===== config.mk =====
export PLATFORM = sky130hd
export DESIGN_NAME = cp0_exc_ctrl
export DESIGN_NICKNAME = d
export VERILOG_FILES = /design/src/rtl/cp0_exc_ctrl.sv
export SDC_FILE = /design/constraint.sdc
export NUM_CORES = 1
export LEC_CHECK = 0
export ABC_AREA = 1
export CORE_UTILIZATION = 45
export DETAILED_ROUTE_END_ITERATION = 12
export DONT_BUFFER_PORTS = 1
export GPL_TIMING_DRIVEN = 0
export PLACE_DENSITY = 0.67
export SYNTH_ARGS = -nofsm -noshare
export SYNTH_HDL_FRONTEND = slang
export SYNTH_SLANG_ARGS = --single-unit

===== constraint.sdc =====
create_clock -name clk -period 4.9 [get_ports clk]
set_input_delay 0.98 -clock clk [delete_from_list [all_inputs] [get_ports clk]]
set_output_delay 0.98 -clock clk [all_outputs]
set_load 0.005 [all_outputs]

===== src/rtl/cp0_exc_ctrl.sv =====
// Exception/interrupt sequencer in front of CP0: SYSCALL/ERET/interrupt entry, flush/stall, fetch redirect.
// Optional Count/Compare timer (interrupt source 7) is compiled in when CP0_TIMER_IRQ_EN is defined.
module cp0_exc_ctrl #(
  parameter logic [29:0] EXC_VECTOR  = 30'h0000_1000,
  parameter int          NUM_IRQ     = 6,
  parameter int          SYNC_STAGES = 2
) (
  input  logic               clk,
  input  logic               rst,
  input  logic               id_valid,
  input  logic               id_syscall,
  input  logic               id_eret,
  input  logic [29:0]        id_pc,
  input  logic [NUM_IRQ-1:0] irq,
  input  logic [31:0]        cp0_status,
  input  logic [31:0]        cp0_epc,
  input  logic [2:0]         wr_cp0op,
  input  logic [4:0]         wr_cs,
  input  logic [2:0]         wr_sel,
  input  logic [31:0]        wr_data,
  output logic [2:0]         exc_cp0op,
  output logic [29:0]        exc_pc,
  output logic [4:0]         exc_code,
  output logic               flush,
  output logic               stall,
  output logic               redirect,
  output logic [29:0]        redirect_pc,
  output logic               timer_irq
);

  localparam logic [2:0] OP_NONE  = 3'b000;
  localparam logic [2:0] OP_MTC0  = 3'b010;
  localparam logic [2:0] OP_ENTER = 3'b011;
  localparam logic [2:0] OP_ERET  = 3'b100;
  localparam logic [4:0] CODE_SYS = 5'd8;
  localparam logic [4:0] CODE_INT = 5'd0;

  typedef enum logic [2:0] {
    S_IDLE   = 3'd0,
    S_ENTER1 = 3'd1,
    S_ENTER2 = 3'd2,
    S_ERET1  = 3'd3,
    S_ERET2  = 3'd4
  } state_t;

  state_t state_q;

  logic [NUM_IRQ-1:0] sync_q [SYNC_STAGES];
  logic [NUM_IRQ-1:0] prev_q;
  logic [NUM_IRQ-1:0] pend_q;
  logic [NUM_IRQ-1:0] pend_d;
  logic [NUM_IRQ-1:0] rise;
  logic [NUM_IRQ-1:0] clr;
  logic [7:0]         src;
  logic [7:0]         taken;
  logic [2:0]         win_idx;
  logic               timer_q;
  logic               ev_eret;
  logic               ev_sys;
  logic               take_int;

  // Synchroniser chain plus one extra flop so rising edges are seen on the synced line.
  always_ff @(posedge clk or posedge rst) begin
    if (rst) begin
      for (int s = 0; s < SYNC_STAGES; s++) sync_q[s] <= '0;
      prev_q <= '0;
      pend_q <= '0;
    end else begin
      sync_q[0] <= irq;
      for (int s = 1; s < SYNC_STAGES; s++) sync_q[s] <= sync_q[s-1];
      prev_q <= sync_q[SYNC_STAGES-1];
      pend_q <= pend_d;
    end
  end

  assign rise = sync_q[SYNC_STAGES-1] & ~prev_q;

  always_comb begin
    src                = '0;
    src[NUM_IRQ-1:0]   = pend_q;
    src[7]             = timer_q;
    taken              = src & cp0_status[15:8] & {8{cp0_status[0] & ~cp0_status[1]}};
    win_idx            = '0;
    for (int i = 0; i < 8; i++) begin
      if (taken[i]) win_idx = 3'(i);
    end
  end

  assign ev_eret  = id_valid & id_eret;
  assign ev_sys   = id_valid & id_syscall;
  assign take_int = (state_q == S_IDLE) & id_valid & ~id_eret & ~id_syscall & (|taken);

  // Only the winning line is acknowledged; a new edge on the same cycle re-arms it.
  always_comb begin
    clr = '0;
    for (int i = 0; i < NUM_IRQ; i++) begin
      if (take_int && (win_idx == 3'(i))) clr[i] = 1'b1;
    end
    pend_d = (pend_q & ~clr) | rise;
  end

  always_ff @(posedge clk or posedge rst) begin
    if (rst) begin
      state_q     <= S_IDLE;
      exc_cp0op   <= OP_NONE;
      exc_pc      <= '0;
      exc_code    <= '0;
      flush       <= 1'b0;
      stall       <= 1'b0;
      redirect    <= 1'b0;
      redirect_pc <= '0;
    end else begin
      exc_cp0op <= OP_NONE;
      flush     <= 1'b0;
      stall     <= 1'b0;
      redirect  <= 1'b0;
      case (state_q)
        S_IDLE: begin
          if (ev_eret) begin
            state_q   <= S_ERET1;
            exc_cp0op <= OP_ERET;
            flush     <= 1'b1;
            stall     <= 1'b1;
            exc_pc    <= id_pc;
          end else if (ev_sys) begin
            state_q   <= S_ENTER1;
            exc_cp0op <= OP_ENTER;
            flush     <= 1'b1;
            stall     <= 1'b1;
            exc_pc    <= id_pc;
            exc_code  <= CODE_SYS;
          end else if (take_int) begin
            state_q   <= S_ENTER1;
            exc_cp0op <= OP_ENTER;
            flush     <= 1'b1;
            stall     <= 1'b1;
            exc_pc    <= id_pc;
            exc_code  <= CODE_INT;
          end
        end
        S_ENTER1: begin
          state_q     <= S_ENTER2;
          redirect    <= 1'b1;
          redirect_pc <= EXC_VECTOR;
          flush       <= 1'b1;
        end
        S_ERET1: begin
          state_q     <= S_ERET2;
          redirect    <= 1'b1;
          redirect_pc <= cp0_epc[31:2];
          flush       <= 1'b1;
        end
        S_ENTER2, S_ERET2: state_q <= S_IDLE;
        default:           state_q <= S_IDLE;
      endcase
    end
  end

`ifdef CP0_TIMER_IRQ_EN
  logic [31:0] count_q;
  logic [31:0] count_d;
  logic [31:0] compare_q;
  logic        wr_count;
  logic        wr_compare;

  assign wr_count   = (wr_cp0op == OP_MTC0) && (wr_cs == 5'd9)  && (wr_sel == 3'd0);
  assign wr_compare = (wr_cp0op == OP_MTC0) && (wr_cs == 5'd11) && (wr_sel == 3'd0);
  assign count_d    = wr_count ? wr_data : count_q + 32'd1;

  // A Compare write on the matching cycle leaves the interrupt cleared.
  always_ff @(posedge clk or posedge rst) begin
    if (rst) begin
      count_q   <= '0;
      compare_q <= '0;
      timer_q   <= 1'b0;
    end else begin
      count_q <= count_d;
      if (wr_compare) begin
        compare_q <= wr_data;
        timer_q   <= 1'b0;
      end else if (count_d == compare_q) begin
        timer_q <= 1'b1;
      end
    end
  end
`else
  logic unused_wr;
  assign timer_q   = 1'b0;
  assign unused_wr = ^{wr_cp0op, wr_cs, wr_sel, wr_data};
`endif

  logic unused_in;
  assign unused_in = ^{cp0_status[31:16], cp0_status[7:2], cp0_epc[1:0]};
  assign timer_irq = timer_q;

endmodule


==> Word-level counts from Yosys, hierarchy flattened <==
Cells that the tools add are included.
Widths: inputs -> output; s select.
{ "word_totals": {"ff_bits": 98, "latchBits": 0, "ramBits": 0, "rom_bits": 0, "out_inout_bits": 72, "memories": 0} }
{ "op_classes": {"add_sub_neg": 0, "n_mul": 0, "div_mod_pow": 0, "n_lt_le_gt_ge": 0, "n_eq_ne": 8, "shift": 0, "mux": 33, "n_bitwise": 18, "n_reduce_logical": 15} }
{ "op_table": {"columns": ["cell", "n"], "rows": [
  ["$mux 30", 3],
  ["$pmux 30 s2", 1],
  ["$mux 3", 11],
  ["$and 6x6->6", 2],
  ["$mux 1", 12],
  ["$not 6->6", 2],
  ["$mux 5", 2],
  ["$eq 3x2->1 const B", 3],
  ["$pmux 3 s3", 1],
  ["$and 6x8->8", 1],
  ["$and 8x8->8", 1],
  ["$reduce_or 8->1", 1],
  ["$and 1x1->1", 7],
  ["$eq 3x1->1 const B", 2],
  ["$eq 3x3->1 const B", 2],
  ["$logic_and 1x1->1", 6],
  ["$logic_not 3->1", 2],
  ["$or 6x6->6", 1],
  ["$mux 2", 2],
  ["$ne 4x4->1 const B", 1],
  ["$not 1->1", 4],
  ["$reduce_bool 2->1", 2],
  ["$reduce_and 3->1", 1],
  ["$reduce_bool 3->1", 1],
  ["other kinds (3)", 3]
]} }

==> Longest topological paths before layout <==
Gate-level depths: netlist of the first run.
{ "logic_depth": {"word_depth": 16, "mapped_depth": 11, "mapped_depth_nobuf": 10} }

==> Worst setup path after synthesis of the first run <==
Ideal clock, no wire load.
{ "synth_path": {"path_type": "input to register", "start": "input port cp0_status[1]", "end": "register exc_pc[0]", "arrival_ns": 1.770, "path_slack_ns": 3.013, "stages": 10, "n_path_buf": 1, "path_cell_list": "inv_1 > nand2_2 > a21o_1 > nand3_1 > nand2_2 > nand2_4 > nand2_4 > buf_6 > nand2_1 > nand2_1"} }
{ "synth_via": {"elab_chain_cells": 7} }
{ "synth_rtl": {"columns": ["item", "line_no", "source"], "rows": [
  ["start: declaration", "15", "input logic [31:0] cp0_status,"],
  ["$not 1->1", "82", "taken = src & cp0_status[15:8] & {8{cp0_status[0] & ~cp0_status[1]}};"],
  ["$and 1x1->1", "82", null],
  ["$and 8x8->8", "82", null],
  ["$reduce_or 8->1", "91", "assign take_int = (state_q == S_IDLE) & id_valid & ~id_eret & ~id_syscall & (|taken);"],
  ["$and 1x1->1", "91", null],
  ["$reduce_bool 3->1 (no source line)", null, null],
  ["$reduce_and 2->1 (no source line)", null, null],
  ["end signal: assignment", "124", "exc_pc <= id_pc;"],
  ["end signal: assignment", "130", "exc_pc <= id_pc;"],
  ["end signal: assignment", "137", "exc_pc <= id_pc;"],
  ["end: declaration", "22", "output logic [29:0] exc_pc,"]
]} }
No other way between the ends.
A chain may end at the register's enable or synchronous reset.

==> Worst setup path in the final report of the first run <==
{ "layout_path": {"start": "register exc_cp0op[1]", "end": "output port exc_cp0op[1]"} }
{ "layout_lines": {"columns": ["item", "line_no", "source"], "rows": [
  ["start: declaration", "21", "output logic [2:0] exc_cp0op,"],
  ["start signal: assignment", "105", "exc_cp0op <= OP_NONE;"],
  ["start signal: assignment", "113", "exc_cp0op <= OP_NONE;"],
  ["start signal: assignment", "121", "exc_cp0op <= OP_ERET;"]
]} }
No word-level cell between the ends.

==> impl_metrics.xml, run 1 <==
<?xml version="1.0" encoding="UTF-8"?>
<metrics>
  <group name="status">
    <metric name="run_status" unit="">finished, final reports clean</metric>
  </group>
  <group name="timing">
    <metric name="holdWs" unit="ps">352</metric>
    <metric name="fin_skew" unit="ps">10.0</metric>
    <metric name="final-hold-violation-count" unit="">0</metric>
    <metric name="final_clock_period_utilization_by_the_worst_path" unit="%">38.0</metric>
    <metric name="final.min_clock_period" unit="ps">1860</metric>
    <metric name="final_max_slew_viol_count" unit="">0</metric>
    <metric name="rsz0062_at_grt" unit="">false</metric>
    <metric name="maximum_clock_frequency" unit="GHz">0.537</metric>
    <metric name="setup_viol" unit="">0</metric>
    <metric name="final.setup.tns" unit="ps">0</metric>
  </group>
  <group name="floorplanning">
    <metric name="placement_rows" unit="">31</metric>
    <metric name="ios" unit="">220</metric>
    <metric name="effective_utilization_at_floorplan" unit="%">47.5</metric>
    <metric name="fp.dieArea" unit="mm^2">0.00814</metric>
    <metric name="fp.coreArea" unit="mm^2">0.00737</metric>
    <metric name="die_height" unit="um">90.2</metric>
    <metric name="die_x" unit="um">90.2</metric>
  </group>
  <group name="min_path">
    <metric name="worstHoldPathType" unit="">flip-flop to flip-flop</metric>
    <metric name="hold_wc_startpoint" unit="">sync_q[9]$_DFF_PP0_</metric>
    <metric name="worst_hold_path.endpoint" unit="">sync_q[3]$_DFF_PP0_</metric>
    <metric name="hold_depth" unit="">0</metric>
  </group>
  <group name="synthesis">
    <metric name="netlist_instances" unit="">320</metric>
    <metric name="synth_warnings" unit="">0</metric>
    <metric name="post_synth_cell_types" unit="">25</metric>
    <metric name="synth_largest_type_area_fraction" unit="%">66.4</metric>
    <metric name="synth_seq_area_share" unit="%">66.4</metric>
    <metric name="synth_area" unit="mm^2">0.00350</metric>
    <metric name="syn-mean-instance-area" unit="um^2">10.9</metric>
    <metric name="synth_top_cells_by_area" unit="">sky130_fd_sc_hd__dfrtp_1, sky130_fd_sc_hd__nand2_1, sky130_fd_sc_hd__a22o_1</metric>
    <metric name="synth_top_area_cell" unit="">sky130_fd_sc_hd__dfrtp_1</metric>
    <metric name="postSynthRegisterBits" unit="">93</metric>
  </group>
  <group name="clock_network">
    <metric name="postCtsSetupBuffers" unit="">0</metric>
    <metric name="cts_buffers" unit="">9</metric>
    <metric name="clock_insertion_delay_at_the_later_pin_of_the_skew_report" unit="ps">350</metric>
    <metric name="ctsRootBufferMaster" unit="">sky130_fd_sc_hd__clkbuf_8</metric>
    <metric name="cts_tree" unit="">yes</metric>
    <metric name="post_cts_hold_buffer_count" unit="">0</metric>
    <metric name="cts_resized" unit="">0</metric>
    <metric name="clock_path_buffers" unit="">2</metric>
    <metric name="cts.sinks" unit="">93</metric>
    <metric name="htree_levels" unit="">3</metric>
    <metric name="cts.reportedPaths.clkPinSlew" unit="ps">80</metric>
  </group>
  <group name="worst_setup_path">
    <metric name="timing.setup.critical_path_class" unit="">flip-flop to primary output</metric>
    <metric name="worst_path_max_delay_cell" unit="">sky130_fd_sc_hd__dfrtp_1</metric>
    <metric name="timing.critical_path.buf_inv" unit="">1</metric>
    <metric name="endpoint_kind" unit="">primary output</metric>
    <metric name="critPathArrivalTime" unit="ps">880</metric>
    <metric name="critical_path_cell_count" unit="">1</metric>
    <metric name="r2r_setup_slack" unit="ps">3410</metric>
    <metric name="largest_stage_delay_worst_path" unit="ps">400</metric>
    <metric name="critical_path_peak_fanout" unit="">2</metric>
    <metric name="worstPathCellList" unit="">buf_4</metric>
    <metric name="setup.worst_path.start_class" unit="">flip-flop</metric>
    <metric name="critical-path-top-delay-family" unit="">flip-flops</metric>
    <metric name="critical_path.reg2reg.startpoint" unit="">state_q[1]$_DFFE_PP0P_</metric>
    <metric name="data_required_time_at_the_worst_endpoint" unit="ps">3920</metric>
    <metric name="r2r_cells" unit="">6</metric>
    <metric name="regToRegEndpoint" unit="">exc_pc[26]$_DFFE_PP0P_</metric>
  </group>
  <group name="layout">
    <metric name="drive_gt1_share" unit="%">13.5</metric>
    <metric name="final.fill_count" unit="">674</metric>
    <metric name="finalNetCount" unit="">484</metric>
    <metric name="final_util" unit="%">52.7</metric>
    <metric name="fin_cells" unit="">439</metric>
    <metric name="insertedDiodeCount" unit="">0</metric>
    <metric name="syn2layout_area_growth" unit="%">10.9</metric>
  </group>
  <group name="detailed_routing">
    <metric name="firstDrtPassIters" unit="">4</metric>
    <metric name="route.detailed.drc" unit="">0</metric>
    <metric name="drt-initial-drc-count" unit="">124</metric>
    <metric name="vias" unit="">2276</metric>
    <metric name="detail_route.wl_per_cell" unit="um">15.4</metric>
    <metric name="wirelength" unit="mm">6.77</metric>
    <metric name="postRouteAntennaNets" unit="">0</metric>
    <metric name="drt-vias-per-instance" unit="">5.18</metric>
  </group>
  <group name="place">
    <metric name="gp_congestion" unit="">0.817</metric>
    <metric name="place.port_buffers" unit="">0</metric>
    <metric name="hpwl" unit="mm">4.90</metric>
    <metric name="dp.cells" unit="">424</metric>
  </group>
  <group name="pwr">
    <metric name="cell_leakage_power" unit="nW">2.00</metric>
    <metric name="power-per-cell-area" unit="mW/mm^2">572</metric>
    <metric name="peakVddDrop" unit="uV">277</metric>
  </group>
  <group name="grt">
    <metric name="antenna_violations_before_repair" unit="">0</metric>
    <metric name="first_global_vias" unit="">2248</metric>
    <metric name="overflow" unit="">0</metric>
    <metric name="grt_start_max_net_pins" unit="">60</metric>
    <metric name="global_route_wire_length_before_repair" unit="mm">11.0</metric>
    <metric name="gr-usage-all-layers" unit="%">17.5</metric>
  </group>
  <group name="job">
    <metric name="cap_viol_max_count" unit="">0</metric>
  </group>
</metrics>
[worst max-delay path by stage]
stage                                   end              startpoint
floorplan           exc_code[3]$_DFFE_PP0P_                     rst
global placement        prev_q[2]$_DFF_PP0_                     rst
detailed placement    exc_pc[2]$_DFFE_PP0P_          cp0_status[13]
CTS                            exc_cp0op[1]  exc_cp0op[1]$_DFF_PP0_
global route                   exc_cp0op[1]  exc_cp0op[1]$_DFF_PP0_
finish                         exc_cp0op[1]  exc_cp0op[1]$_DFF_PP0_
[sequential cells by signal, indices dropped and copies added (netlist names)]
name,flops
exc_code,1
exc_pc,30
pend_q,6
redirect,1
flush,1
redirect_pc,30
sync_q,12
stall,1
exc_cp0op,2
prev_q,6
state_q,3
[layer usage]
layer / global-route usage [%] / share of wire (%) / vias up
li1: - / - / 1075
met1: 21.9 / 41 / 1094
met2: 27.6 / 49 / 90
met3: 4.74 / 6.6 / 17
met4: 9.95 / 2.8 / 0
met5: 0 / 0 / -
[per-stage QoR]
step | cell area [um^2] | setup WS [ps] | power, mW
2_1_floorplan | 3520 | 1500 | 1.56
3_3_place_gp | 3640 | 613 | 1.68
3_5_place_dp | 3670 | 2860 | 1.70
4_1_cts | 3880 | 3020 | 2.25
5_1_grt | 3880 | 2990 | 2.37
6_report | 3880 | 3040 | 2.22
[Yosys cell counts]
library cell               number
sky130_fd_sc_hd__buf_1          2
sky130_fd_sc_hd__nand2_2        2
sky130_fd_sc_hd__nand4_1        2
sky130_fd_sc_hd__o22ai_1        1
sky130_fd_sc_hd__dfrtp_1       93
sky130_fd_sc_hd__nand3_2        1
sky130_fd_sc_hd__nand2_4        2
sky130_fd_sc_hd__nand2_1       90
sky130_fd_sc_hd__nor2_1         2
sky130_fd_sc_hd__a21o_1         2
sky130_fd_sc_hd__inv_1         17
sky130_fd_sc_hd__o21ai_2        1
sky130_fd_sc_hd__buf_4          7
sky130_fd_sc_hd__nor2_4         1
sky130_fd_sc_hd__buf_2          6
sky130_fd_sc_hd__inv_2          5
sky130_fd_sc_hd__o21ai_0       10
sky130_fd_sc_hd__nor2_2         1
sky130_fd_sc_hd__clkbuf_1       3
sky130_fd_sc_hd__a21oi_1        2
sky130_fd_sc_hd__buf_6          3
sky130_fd_sc_hd__a22o_1        29
sky130_fd_sc_hd__nand3b_1       2
sky130_fd_sc_hd__conb_1         1
sky130_fd_sc_hd__nand3_1       35
[final cells by class]
| type | instances | area (um^2) | area share, % |
|---|---|---|---|
| flip-flops and latches | 93 | 2330 | 59.9 |
| multi-input cells | 188 | 973 | 25.1 |
| plain buffers | 21 | 135 | 3.48 |
| clock buffers | 9 | 124 | 3.19 |
| well taps | 99 | 124 | 3.19 |
| clock inverters | 6 | 88.8 | 2.29 |
| inverters | 22 | 85.1 | 2.19 |
| repair buffers | 1 | 27.5 | 0.709 |
[power by group]
part | total [mW] | switching, mW | internal (mW)
logic | 0.443 | 0.251 | 0.191
clock network | 0.540 | 0.255 | 0.284
registers | 1.24 | 0.212 | 1.03
[cell usage in the layout, fill, tap and decap left out, drive strengths merged]
| master | netlist | routed |
|---|---|---|
| a22o | 29 | 29 |
| nand3 | 36 | 36 |
| nand3b | 2 | 2 |
| nand2 | 94 | 94 |
| a21o | 2 | 2 |
| o22ai | 1 | 1 |
| clkinv | 0 | 2 |
| nor2 | 4 | 4 |
| clkbuf | 3 | 12 |
| o21ai | 11 | 11 |
| conb | 1 | 5 |
| buf | 18 | 19 |
| dfrtp | 93 | 93 |
| bufinv | 0 | 2 |
| inv | 22 | 22 |
| nand4 | 2 | 2 |
| a21oi | 2 | 2 |
| clkinvlp | 0 | 2 |
[cells by family (layout without fill, tap and decap cells)]
family | Yosys count | in the layout | synth area share, %
buf+inv | 43 | 59 | 6.21
other cells | 1 | 5 | 0.107
flops | 93 | 93 | 66.4
simple gates | 138 | 138 | 17.4
compound gates | 45 | 45 | 9.82
Note: power is estimated with default switching activity, not from simulation.
==> run 2: changes to the inputs <==
PLACE_DENSITY = 0.69   (was 0.67)
clock period = 1.5 ns   (was 4.9 ns; I/O delays follow)
==> impl_metrics.xml, run 2 (synthesized netlist as in run 1, its figures left out) <==
<?xml version="1.0" encoding="UTF-8"?>
<metrics>
  <group name="status">
    <metric name="run_status" unit="">finished, final reports clean</metric>
  </group>
  <group name="floorplanning">
    <metric name="fp.coreArea" unit="mm^2">0.00737</metric>
    <metric name="placement_rows" unit="">31</metric>
    <metric name="ios" unit="">220</metric>
    <metric name="effective_utilization_at_floorplan" unit="%">47.5</metric>
    <metric name="fp.dieArea" unit="mm^2">0.00814</metric>
    <metric name="die_height" unit="um">90.2</metric>
    <metric name="die_x" unit="um">90.2</metric>
  </group>
  <group name="worst_setup_path">
    <metric name="crit_top_cell" unit="">sky130_fd_sc_hd__nand2_1</metric>
    <metric name="r2r_setup_slack" unit="ps">70</metric>
    <metric name="critical_path.reg2reg.startpoint" unit="">pend_q[3]$_DFF_PP0_</metric>
    <metric name="worstPathCellList" unit="">nand2_1, a21o_1, nand3_2, nand2_2, nand2_4, nand2_8, clkbuf_16, nand2_1, nand2_1</metric>
    <metric name="worst_path_max_delay_cell" unit="">sky130_fd_sc_hd__dfrtp_1</metric>
    <metric name="largest_stage_delay_worst_path" unit="ps">370</metric>
    <metric name="r2r_cells" unit="">9</metric>
    <metric name="critical_path_peak_fanout" unit="">5</metric>
    <metric name="timing.setup.critical_path_class" unit="">flip-flop to flip-flop</metric>
    <metric name="critPathArrivalTime" unit="ps">1670</metric>
    <metric name="endpoint_kind" unit="">flip-flop</metric>
    <metric name="data_required_time_at_the_worst_endpoint" unit="ps">1740</metric>
    <metric name="setup.worst_path.start_class" unit="">flip-flop</metric>
    <metric name="regToRegEndpoint" unit="">exc_pc[22]$_DFFE_PP0P_</metric>
  </group>
  <group name="grt">
    <metric name="first_global_vias" unit="">2367</metric>
    <metric name="global_route_wire_length_before_repair" unit="mm">11.7</metric>
    <metric name="antenna_violations_before_repair" unit="">0</metric>
    <metric name="overflow" unit="">0</metric>
    <metric name="grt_start_max_net_pins" unit="">46</metric>
    <metric name="gr-usage-all-layers" unit="%">18.5</metric>
  </group>
  <group name="min_path">
    <metric name="hold_wc_startpoint" unit="">cp0_epc[30]</metric>
    <metric name="worst_hold_path.endpoint" unit="">redirect_pc[28]$_DFFE_PP0N_</metric>
    <metric name="hold_depth" unit="">1</metric>
    <metric name="worstHoldPathType" unit="">primary input to flip-flop</metric>
  </group>
  <group name="detailed_routing">
    <metric name="drt-vias-per-instance" unit="">5.20</metric>
    <metric name="firstDrtPassIters" unit="">4</metric>
    <metric name="vias" unit="">2377</metric>
    <metric name="route.detailed.drc" unit="">0</metric>
    <metric name="drt-initial-drc-count" unit="">139</metric>
    <metric name="wirelength" unit="mm">7.40</metric>
    <metric name="detail_route.wl_per_cell" unit="um">16.2</metric>
    <metric name="postRouteAntennaNets" unit="">0</metric>
  </group>
  <group name="clock_network">
    <metric name="cts_tree" unit="">yes</metric>
    <metric name="cts_buffers" unit="">9</metric>
    <metric name="htree_levels" unit="">3</metric>
    <metric name="cts.sinks" unit="">93</metric>
    <metric name="clock_path_buffers" unit="">2</metric>
    <metric name="clock_insertion_delay_at_the_later_pin_of_the_skew_report" unit="ps">350</metric>
    <metric name="cts.reportedPaths.clkPinSlew" unit="ps">100</metric>
    <metric name="ctsRootBufferMaster" unit="">sky130_fd_sc_hd__clkbuf_8</metric>
  </group>
  <group name="timing">
    <metric name="final.min_clock_period" unit="ps">1430</metric>
    <metric name="final_clock_period_utilization_by_the_worst_path" unit="%">95.0</metric>
    <metric name="rsz0062_at_grt" unit="">true</metric>
    <metric name="fin_skew" unit="ps">12.5</metric>
    <metric name="setup_viol" unit="">0</metric>
    <metric name="final-hold-violation-count" unit="">0</metric>
    <metric name="maximum_clock_frequency" unit="GHz">0.702</metric>
    <metric name="holdWs" unit="ps">76.5</metric>
    <metric name="final.setup.tns" unit="ps">0</metric>
    <metric name="final_max_slew_viol_count" unit="">0</metric>
  </group>
  <group name="pwr">
    <metric name="power-per-cell-area" unit="mW/mm^2">1780</metric>
    <metric name="peakVddDrop" unit="uV">882</metric>
    <metric name="cell_leakage_power" unit="nW">2.10</metric>
  </group>
  <group name="place">
    <metric name="place.port_buffers" unit="">0</metric>
    <metric name="hpwl" unit="mm">5.25</metric>
    <metric name="gp_congestion" unit="">0.777</metric>
  </group>
  <group name="layout">
    <metric name="drive_gt1_share" unit="%">18.7</metric>
    <metric name="top_regs" unit="">exc_pc: 30 flops, redirect_pc: 30 flops, sync_q: 12 flops</metric>
    <metric name="syn2layout_area_growth" unit="%">17.8</metric>
    <metric name="commonest_non_fill_non_tap_cells_in_the_layout" unit="">sky130_fd_sc_hd__dfrtp_1, sky130_fd_sc_hd__nand2_1, sky130_fd_sc_hd__nand3_1</metric>
    <metric name="finalNetCount" unit="">501</metric>
    <metric name="layout_commonest_cell" unit="">sky130_fd_sc_hd__dfrtp_1</metric>
    <metric name="insertedDiodeCount" unit="">0</metric>
  </group>
  <group name="job">
    <metric name="cap_viol_max_count" unit="">0</metric>
  </group>
</metrics>
[run 2: cell types whose count changed in the layout (fill, tap and decap cells not counted), sizes merged]
cell	before	now
dlygate4sd3	0	7
clkbuf	12	17
buf	19	23
bufinv	2	0
clkinvlp	2	4
inv	22	23
nand2	94	95
[run 2: metal layers]
layer	share of wire [%]	global-route usage (%)	up-vias
met1	41	23.4	1158
met3	5.9	4.23	15
li1	-	-	1113
met5	0	0	-
met2	51	29.6	91
met4	2.3	10.3	0
[run 2: layout make-up]
cell class,instances,area [um^2]
plain buffers,21,154
clock buffers,9,124
clock inverters,7,57.6
fillers,657,3240
inverters,22,90.1
multi-input cells,189,1030
flip-flops and latches,93,2330
well taps,99,124
repair buffers,17,223
[run 2: repair_timing]
action	CTS	global route
gates resized for setup	0	20
hold buffers	7	0
setup endpoints to repair	0	33
setup buffers	0	5
hold endpoints to repair	24	0
[run 2: through the flow]
step | std cells | area [um^2] | utilization [%] | total power, mW | worst slack [ps]
final | 457 | 4130 | 56.0 | 7.34 | 74.9
after detailed placement | 425 | 3690 | 50.0 | 5.61 | 12.3
after floorplan | 324 | 3520 | - | 5.09 | 108
after global placement | 423 | 3650 | 49.5 | 5.49 | -293
after global routing | 457 | 4130 | 56.0 | 7.83 | -24.1
after CTS | 448 | 3940 | 53.4 | 7.16 | 6.86
[run 2: how the worst max path moves through the flow]
stage,from,slack [ps],depth (start not counted),endpoint
after floorplan,rst,110,1,exc_code[3]$_DFFE_PP0P_
after global placement,rst,-290,1,redirect_pc[13]$_DFFE_PP0N_
after detailed placement,state_q[1]$_DFFE_PP0P_,10,9,exc_pc[23]$_DFFE_PP0P_
after CTS,state_q[1]$_DFFE_PP0P_,7,9,exc_pc[26]$_DFFE_PP0P_
after global routing,pend_q[2]$_DFF_PP0_,-20,9,exc_pc[16]$_DFFE_PP0P_
final,pend_q[3]$_DFF_PP0_,70,9,exc_pc[22]$_DFFE_PP0P_
[run 2: where the power goes]
group	total, mW	switching, mW	internal [mW]
combinational	1.74	0.936	0.803
clock	1.53	0.900	0.626
sequential	4.08	0.727	3.35
total	7.34	2.56	4.78
[run 2: critical path: cells and delay by family, from the launching register on]
| kind | cells | cell delay [ps] |
|---|---|---|
| buffers and inverters | 1 | 170 |
| AO/OA/AOI/OAI | 1 | 210 |
| flip-flops | 1 | 370 |
| AND/OR/NAND/NOR | 7 | 570 |
